===== config.mk =====
export PLATFORM = sky130hd
export DESIGN_NAME = instr_sequencer
export DESIGN_NICKNAME = d
export VERILOG_FILES = /design/src/rtl/instr_sequencer.sv
export SDC_FILE = /design/constraint.sdc
export NUM_CORES = 1
export LEC_CHECK = 0
export ABC_AREA = 0
export CAP_MARGIN = 30
export CORE_ASPECT_RATIO = 1.25
export CORE_UTILIZATION = 39
export DETAILED_ROUTE_END_ITERATION = 7
export GPL_ROUTABILITY_DRIVEN = 0
export HOLD_SLACK_MARGIN = 0.1
export PLACE_DENSITY = 0.77
export SLEW_MARGIN = 25
export SYNTH_ARGS = -nofsm -noshare
export SYNTH_HDL_FRONTEND = slang
export SYNTH_SLANG_ARGS = --single-unit

===== constraint.sdc =====
create_clock -name clk -period 1.8 [get_ports clk]
set_input_delay 0.27 -clock clk [delete_from_list [all_inputs] [get_ports clk]]
set_output_delay 0.27 -clock clk [all_outputs]
set_load 0.02 [all_outputs]

===== src/rtl/instr_sequencer.sv =====
// Multi-cycle control unit: fetches into IR, evaluates the decoded condition
// against stored Z/N, then drives register-file addresses, ALU op and writeback.
module instr_sequencer #(
  parameter int PC_W  = 8,
  parameter int CNT_W = 16
) (
  input  logic             clk,
  input  logic             rst_n,
  output logic             imem_req,
  output logic [PC_W-1:0]  imem_addr,
  input  logic             imem_valid,
  input  logic [15:0]      imem_data,
  output logic [15:0]      inst,
  input  logic [1:0]       dec_cond,
  input  logic [3:0]       dec_op,
  input  logic [2:0]       dec_dest,
  input  logic [2:0]       dec_src1,
  input  logic [2:0]       dec_src2,
  input  logic [6:0]       dec_shift,
  input  logic             alu_z,
  input  logic             alu_n,
  output logic [2:0]       rf_raddr1,
  output logic [2:0]       rf_raddr2,
  output logic [2:0]       rf_waddr,
  output logic             rf_we,
  output logic [3:0]       alu_op,
  output logic [PC_W-1:0]  pc,
  output logic             halted,
  output logic [CNT_W-1:0] retired
);

  typedef enum logic [2:0] {
    S_FETCH, S_DECODE, S_EXECUTE, S_WRITEBACK, S_HALT
  } state_t;

  localparam logic [PC_W-1:0]  PC_ONE  = {{(PC_W-1){1'b0}}, 1'b1};
  localparam logic [CNT_W-1:0] CNT_ONE = {{(CNT_W-1){1'b0}}, 1'b1};

  state_t           state, state_nxt;
  logic [PC_W-1:0]  pc_q, pc_nxt;
  logic [15:0]      ir_q, ir_nxt;
  logic             z_q, n_q, z_nxt, n_nxt;
  logic [CNT_W-1:0] ret_q, ret_nxt, ret_inc;
  logic             cond_pass;
  logic [PC_W+6:0]  shift_ext;

  // Zero-extend then truncate so the branch target works for any PC_W.
  assign shift_ext = {{PC_W{1'b0}}, dec_shift};
  assign ret_inc   = (&ret_q) ? ret_q : ret_q + CNT_ONE;

  always_comb begin
    cond_pass = 1'b1;
    case (dec_cond)
      2'd0: cond_pass = 1'b1;
      2'd1: cond_pass = z_q;
      2'd2: cond_pass = !z_q;
      2'd3: cond_pass = n_q;
      default: cond_pass = 1'b1;
    endcase
  end

  always_ff @(posedge clk) begin
    if (!rst_n) begin
      state <= S_FETCH;
      pc_q  <= '0;
      ir_q  <= '0;
      z_q   <= 1'b0;
      n_q   <= 1'b0;
      ret_q <= '0;
    end else begin
      state <= state_nxt;
      pc_q  <= pc_nxt;
      ir_q  <= ir_nxt;
      z_q   <= z_nxt;
      n_q   <= n_nxt;
      ret_q <= ret_nxt;
    end
  end

  always_comb begin
    state_nxt = state;
    pc_nxt    = pc_q;
    ir_nxt    = ir_q;
    z_nxt     = z_q;
    n_nxt     = n_q;
    ret_nxt   = ret_q;
    imem_req  = 1'b0;
    rf_raddr1 = '0;
    rf_raddr2 = '0;
    rf_waddr  = '0;
    rf_we     = 1'b0;
    alu_op    = '0;
    case (state)
      S_FETCH: begin
        imem_req = rst_n;
        if (imem_valid) begin
          ir_nxt    = imem_data;
          state_nxt = S_DECODE;
        end
      end
      S_DECODE: begin
        if (!cond_pass) begin
          pc_nxt    = pc_q + PC_ONE;
          ret_nxt   = ret_inc;
          state_nxt = S_FETCH;
        end else if (dec_op == 4'hF) begin
          state_nxt = S_HALT;
        end else begin
          state_nxt = S_EXECUTE;
        end
      end
      S_EXECUTE: begin
        rf_raddr1 = dec_src1;
        rf_raddr2 = dec_src2;
        alu_op    = dec_op;
        state_nxt = S_WRITEBACK;
      end
      S_WRITEBACK: begin
        rf_raddr1 = dec_src1;
        rf_raddr2 = dec_src2;
        alu_op    = dec_op;
        ret_nxt   = ret_inc;
        state_nxt = S_FETCH;
        pc_nxt    = pc_q + PC_ONE;
        if (dec_op < 4'd12) begin
          rf_we    = rst_n;
          rf_waddr = dec_dest;
          z_nxt    = alu_z;
          n_nxt    = alu_n;
        end else if (dec_op == 4'd12) begin
          z_nxt = alu_z;
          n_nxt = alu_n;
        end else if (dec_op == 4'd13) begin
          pc_nxt = shift_ext[PC_W-1:0];
        end
      end
      S_HALT: state_nxt = S_HALT;
      default: state_nxt = S_FETCH;
    endcase
    // Everything the sequencer drives reads as zero while reset is held.
    if (!rst_n) begin
      rf_raddr1 = '0;
      rf_raddr2 = '0;
      rf_waddr  = '0;
      alu_op    = '0;
    end
  end

  assign imem_addr = rst_n ? pc_q : '0;
  assign pc        = rst_n ? pc_q : '0;
  assign inst      = rst_n ? ir_q : '0;
  assign retired   = rst_n ? ret_q : '0;
  assign halted    = rst_n && (state == S_HALT);

endmodule


# Word level (Yosys, flattened, before mapping)
# Index checks and enable logic that the tools add are counted.
[word_totals] ramBits=0 register_bits=45 out_inout_bits=64 input_bits=43 n_memories=0 latch_bits=0 mem_bits_ro=0 word_cells=64
[op_classes] order_cmp=1 reduce_logical=11 mux=32 n_eq_ne=12 bitwise=0 multipliers=0 n_div=0 n_addsub=2 shift=0
[ops] operator="2-to-1 mux 16 bit" count=4
[ops] operator="2-to-1 mux 8 bit" count=5
[ops] operator="case mux 16 bit (2 select lines)" count=1
[ops] operator="2-to-1 mux 3 bit" count=10
[ops] operator="adder 16 x 1 -> 16 bit, second input constant" count=1
[ops] operator="case mux 8 bit (2 select lines)" count=1
[ops] operator="AND reduction 16 bit" count=1
[ops] operator="== test 4 bit, second input constant" count=3
[ops] operator="case mux 3 bit (4 select lines)" count=1
[ops] operator="adder 8 x 1 -> 8 bit, second input constant" count=1
[ops] operator="2-to-1 mux 4 bit" count=2
[ops] operator="2-to-1 mux 1 bit" count=7
[ops] operator="== test 3 x 2 -> 1 bit, second input constant" count=2
[ops] operator="AND reduction 2 bit" count=3
[ops] operator="== test 2 bit, second input constant" count=2
[ops] operator="< comparator 4 bit, second input constant" count=1
[ops] operator="!= test 2 bit, second input constant" count=2
[ops] operator="case mux 1 bit (4 select lines)" count=1
[ops] operator="nonzero test 2 bit" count=2
[ops] operator="== test 3 x 1 -> 1 bit, second input constant" count=1
[ops] operator="== test 3 bit, second input constant" count=1
[ops] operator="zero test 3 bit" count=1
[ops] operator="== test 2 x 1 -> 1 bit, second input constant" count=1
[ops] operator="zero test 2 bit" count=1
[ops] operator="other kinds (3)" count=3

# Depth between registers and ports, before layout
# Gate-level depths: netlist of run 1.
[logic_depth] word_depth=5 depth_mapped=7 ltp_nobuf=5

# Worst setup path before layout of run 1
# OpenSTA, ideal clock, no wires.
[synth_path] path_kind="reg2reg" from="register ret_q[0]" to="register ret_q[14]" path_stages_with_launch=6 n_path_buf=0 path_slack_ns=-0.009 synth_period_minus_slack_ns=1.809 setup_ns=0.116 t_required_ns=1.684 t_arrival_ns=1.692 path_cell_list="dfxtp_1 -> ha_1 -> nand4_1 -> or3_1 -> or4_1 -> o211a_1"
[synth_via] elab_chain_cells=4 elab_cells_between_ends=5 cone_classes="add/sub (1); mux (3); reduce/logical (1)"
[synth_lines] element="start: declaration" line_no="43" text="logic [CNT_W-1:0] ret_q, ret_nxt, ret_inc;"
[synth_lines] element="start signal: assignment" line_no="76" text="ret_q <= ret_nxt;"
[synth_lines] element="adder 16 x 1 -> 16 bit or AND reduction 16 bit (tied branches)" line_no="49" text="assign ret_inc = (&ret_q) ? ret_q : ret_q + CNT_ONE;"
[synth_lines] element="2-to-1 mux 16 bit *" line_no="49"
[synth_lines] element="2-to-1 mux 16 bit" line_no="102" text="if (!cond_pass) begin"
[synth_lines] element="case mux 16 bit (2 select lines) *" line_no="93" text="case (state)"
# Mark *: on every way between the ends. The rest lies on a longest branch, timed or not. The select of a mux whose other input is x is not followed.
# A chain may end at the register's enable or synchronous reset.

# Worst setup path in the final report of run 1
[layout_path] from="register ret_q[1]" to="register ret_q[3]"
# The elaborated chain is that of the path after synthesis.

==> results.json, run 1 <==
{
  "status": "finished clean",
  "hold_path_class": "reg2reg",
  "ys_async_sr_fraction_pct": 0,
  "cts_sinks": 45,
  "fmax_mhz": 557,
  "synth_edf_count": 0,
  "grt_pass1_vias": 2682,
  "fp.coreArea_sq_mm": 0.00629,
  "crit_chain": "ha_4, nand4_1, buf_4, nor4_4, buf_6, nor4b_2, mux2_2",
  "max_stage_delay_ps": 360,
  "ir_worst_vdd_mv": 0.402,
  "cp-end-kind": "register",
  "yosys_most_used_dff": "dfxtp_1",
  "hp-start": "ir_q[15]",
  "synth_cells": 331,
  "grt_max_degree": 32,
  "cts_root_buffer": "clkbuf_8",
  "timing.final.crit_share_pct": 99.8,
  "clk_latency_ps": 290,
  "n_antenna_cell": 0,
  "drv_slew": 0,
  "crit_fanout": 4,
  "cp_data_arrival_time_ps": 1990,
  "htree_levels": 2,
  "synth_warnings": 0,
  "portBuffers": 106,
  "critical_path_required_ps": 1990,
  "dr.pass1.iters": 4,
  "drt_first_iter_violations": 112,
  "path_class": "reg2reg",
  "chipWidth_um": 74.9,
  "combPwrFrac_pct": 18.8,
  "place_inst": 538,
  "p_int_mw": 1.51,
  "fin_crit_ps": 1800,
  "num-nets-final": 516,
  "ys_seq_area_share_pct": 34.7,
  "rsz0062_at_grt": "true",
  "report.power.total_mw": 2.04,
  "ant_nets": 0,
  "drive_gt1_share_pct": 25.4,
  "critPathLaunchType": "register",
  "setup_viol": 0,
  "mostFrequentLayoutCells": "50 x nand2_1, 50 x and2_1, 45 x buf_4, 40 x clkdlybuf4s50_1",
  "reg2reg_from": "ret_q[1]",
  "startpoint": "ret_q[1]",
  "pin_count": 107,
  "relSlewSlack_pct": 66.7,
  "track_usage_pct": 20.8,
  "p_sw_share_pct": 26.2,
  "vias_per_cell": 5.13,
  "seq_area_sq_um": 913,
  "cts_tree": "done",
  "numCtsBuffers": 5,
  "clockBufferDepth": 2,
  "multiInputGateArea_sq_mm": 0.00165,
  "synth_nets": 376,
  "wl_per_cell_um": 14.0,
  "power.share.sequential_pct": 50.9,
  "vias": 2856,
  "grt_pass1_wl_um": 11600,
  "ys_types": 46,
  "rows": 32,
  "worstMarginPinSlew_ps": 499,
  "overflow": 0,
  "start_util_pct": 41.3,
  "holdWs_ps": 453,
  "avgSynthCellArea_sq_um": 7.84,
  "place_ws_ps": -417,
  "worst_path_max_delay_cell": "dfxtp_2",
  "die-area_sq_mm": 0.00698,
  "area_growth_pct": 65.8,
  "die_h_um": 93.2,
  "max-cap-violations": 0,
  "wirelength_um": 7790,
  "finalClockSkew_ps": 6.63,
  "ys_ff_latch": 45,
  "clk_pin_slew_ps": 80,
  "fin_cells": 557,
  "clkPwrFrac_pct": 30.3,
  "grt_antenna_before_repair": 0,
  "setup_ws_ps": 3.24,
  "syn-cell-area_sq_mm": 0.00259,
  "p_sw_mw": 0.535,
  "dpl.hpwl_um": 5250,
  "drc_errors": 0,
  "hold_violations": 0,
  "p_leak_nw": 2.16,
  "power.density_mw_per_mm2": 475,
  "fill_cells": 536
}
-- final timing paths --
| path | to | slack [ps] | depth (start not counted) |
|---|---|---|---|
| worst max register to register | ret_q[3] | 3 | 7 |
| worst min register to register | ir_q[15] | 450 | 2 |
| worst min-delay path | ir_q[15] | 450 | 2 |
| worst max-delay path | ret_q[3] | 3 | 7 |
-- per-layer routing --
layer,track usage (%),vias up,part of all wire (%)
met5,0,-,0
met4,5.50,0,1.2
met3,3.88,8,5.7
met2,38.4,92,54
met1,23.8,1342,39
li1,-,1414,-
-- cells in the mapped netlist (all sizes together) (3+ instances only) --
master	count	area share (%)
and2	50	12
nand2	50	7.2
dfxtp	45	35
a21oi	24	4.6
nor2	20	2.9
buf	17	4.1
clkbuf	12	1.7
mux2	12	5.2
nor3	10	1.9
inv	9	1.3
nand4	8	2.2
mux2i	7	2.7
o21ai	7	1.4
nand3	6	1.4
nor4	5	1.8
o32ai	5	1.7
or4	4	1.3
and3	3	0.72
nand2b	3	0.72
nor2b	3	0.72
or3	3	0.72
-- cell families after synthesis --
logic type	count (synthesis)	share of synthesized area, %
buf+inv	39	7.33
fa+ha+maj	2	0.965
mux	19	7.91
flops	45	34.7
simple gates	174	36.3
compound gates	52	12.7
-- critical path: cells and delay by family, from the launching register on --
family | cells | cell delay (ps)
buffers and inverters | 2 | 400
DFF | 1 | 360
muxes | 1 | 260
and+or+nand+nor | 3 | 530
adders and majority gates | 1 | 140
-- flip-flops by register name, summed over array words and instances (netlist names) --
register	flops
state	3
n_q	1
z_q	1
pc_q	8
ret_q	16
ir_q	16
-- power groups by stage --
| stage | combinational, mW | clock [mW] | sequential [mW] |
|---|---|---|---|
| detailed placement | 0.358 | 0 | 1.06 |
| finish | 0.384 | 0.620 | 1.04 |
| global placement | 0.352 | 0 | 1.06 |
| floorplan | 0.157 | 0 | 1.06 |
| global route | 0.418 | 0.683 | 1.04 |
| CTS | 0.351 | 0.644 | 1.04 |
-- through the flow --
stage                     TNS [ps]  instance area (sq um)  util, %
after global placement      -21670                   3990     63.5
after CTS                        0                   4030     64.1
after detailed placement    -23900                   3990     63.5
final                            0                   4300     68.4
after global routing          -579                   4300     68.4
after floorplan                  0                   2590        -
-- cell type report --
class | instances | share of cell area, %
clock buffers | 7 | 1.77
clock inverters | 1 | 0.175
inverters | 10 | 0.873
multi-input cells | 247 | 38.3
flip-flops and latches | 45 | 21.2
well taps | 85 | 2.47
repair buffers | 162 | 35.2
-- what timing repair did --
action / in CTS / in global routing
endpoints found under the setup margin: 68 / 37
cloned: 0 / 4
pin swaps: 1 / 5
buffers inserted: 0 / 7
resized for setup: 62 / 73
hold buffers: 0 / 0
Power figures use the tool's default switching activity.
==> inputs of run 2 (changes only) <==
Settings changed: CTS_CLUSTER_DIAMETER set to 40.
==> results of run 2 <==
Final layout, timing and power as in run 1 (identical DEF).
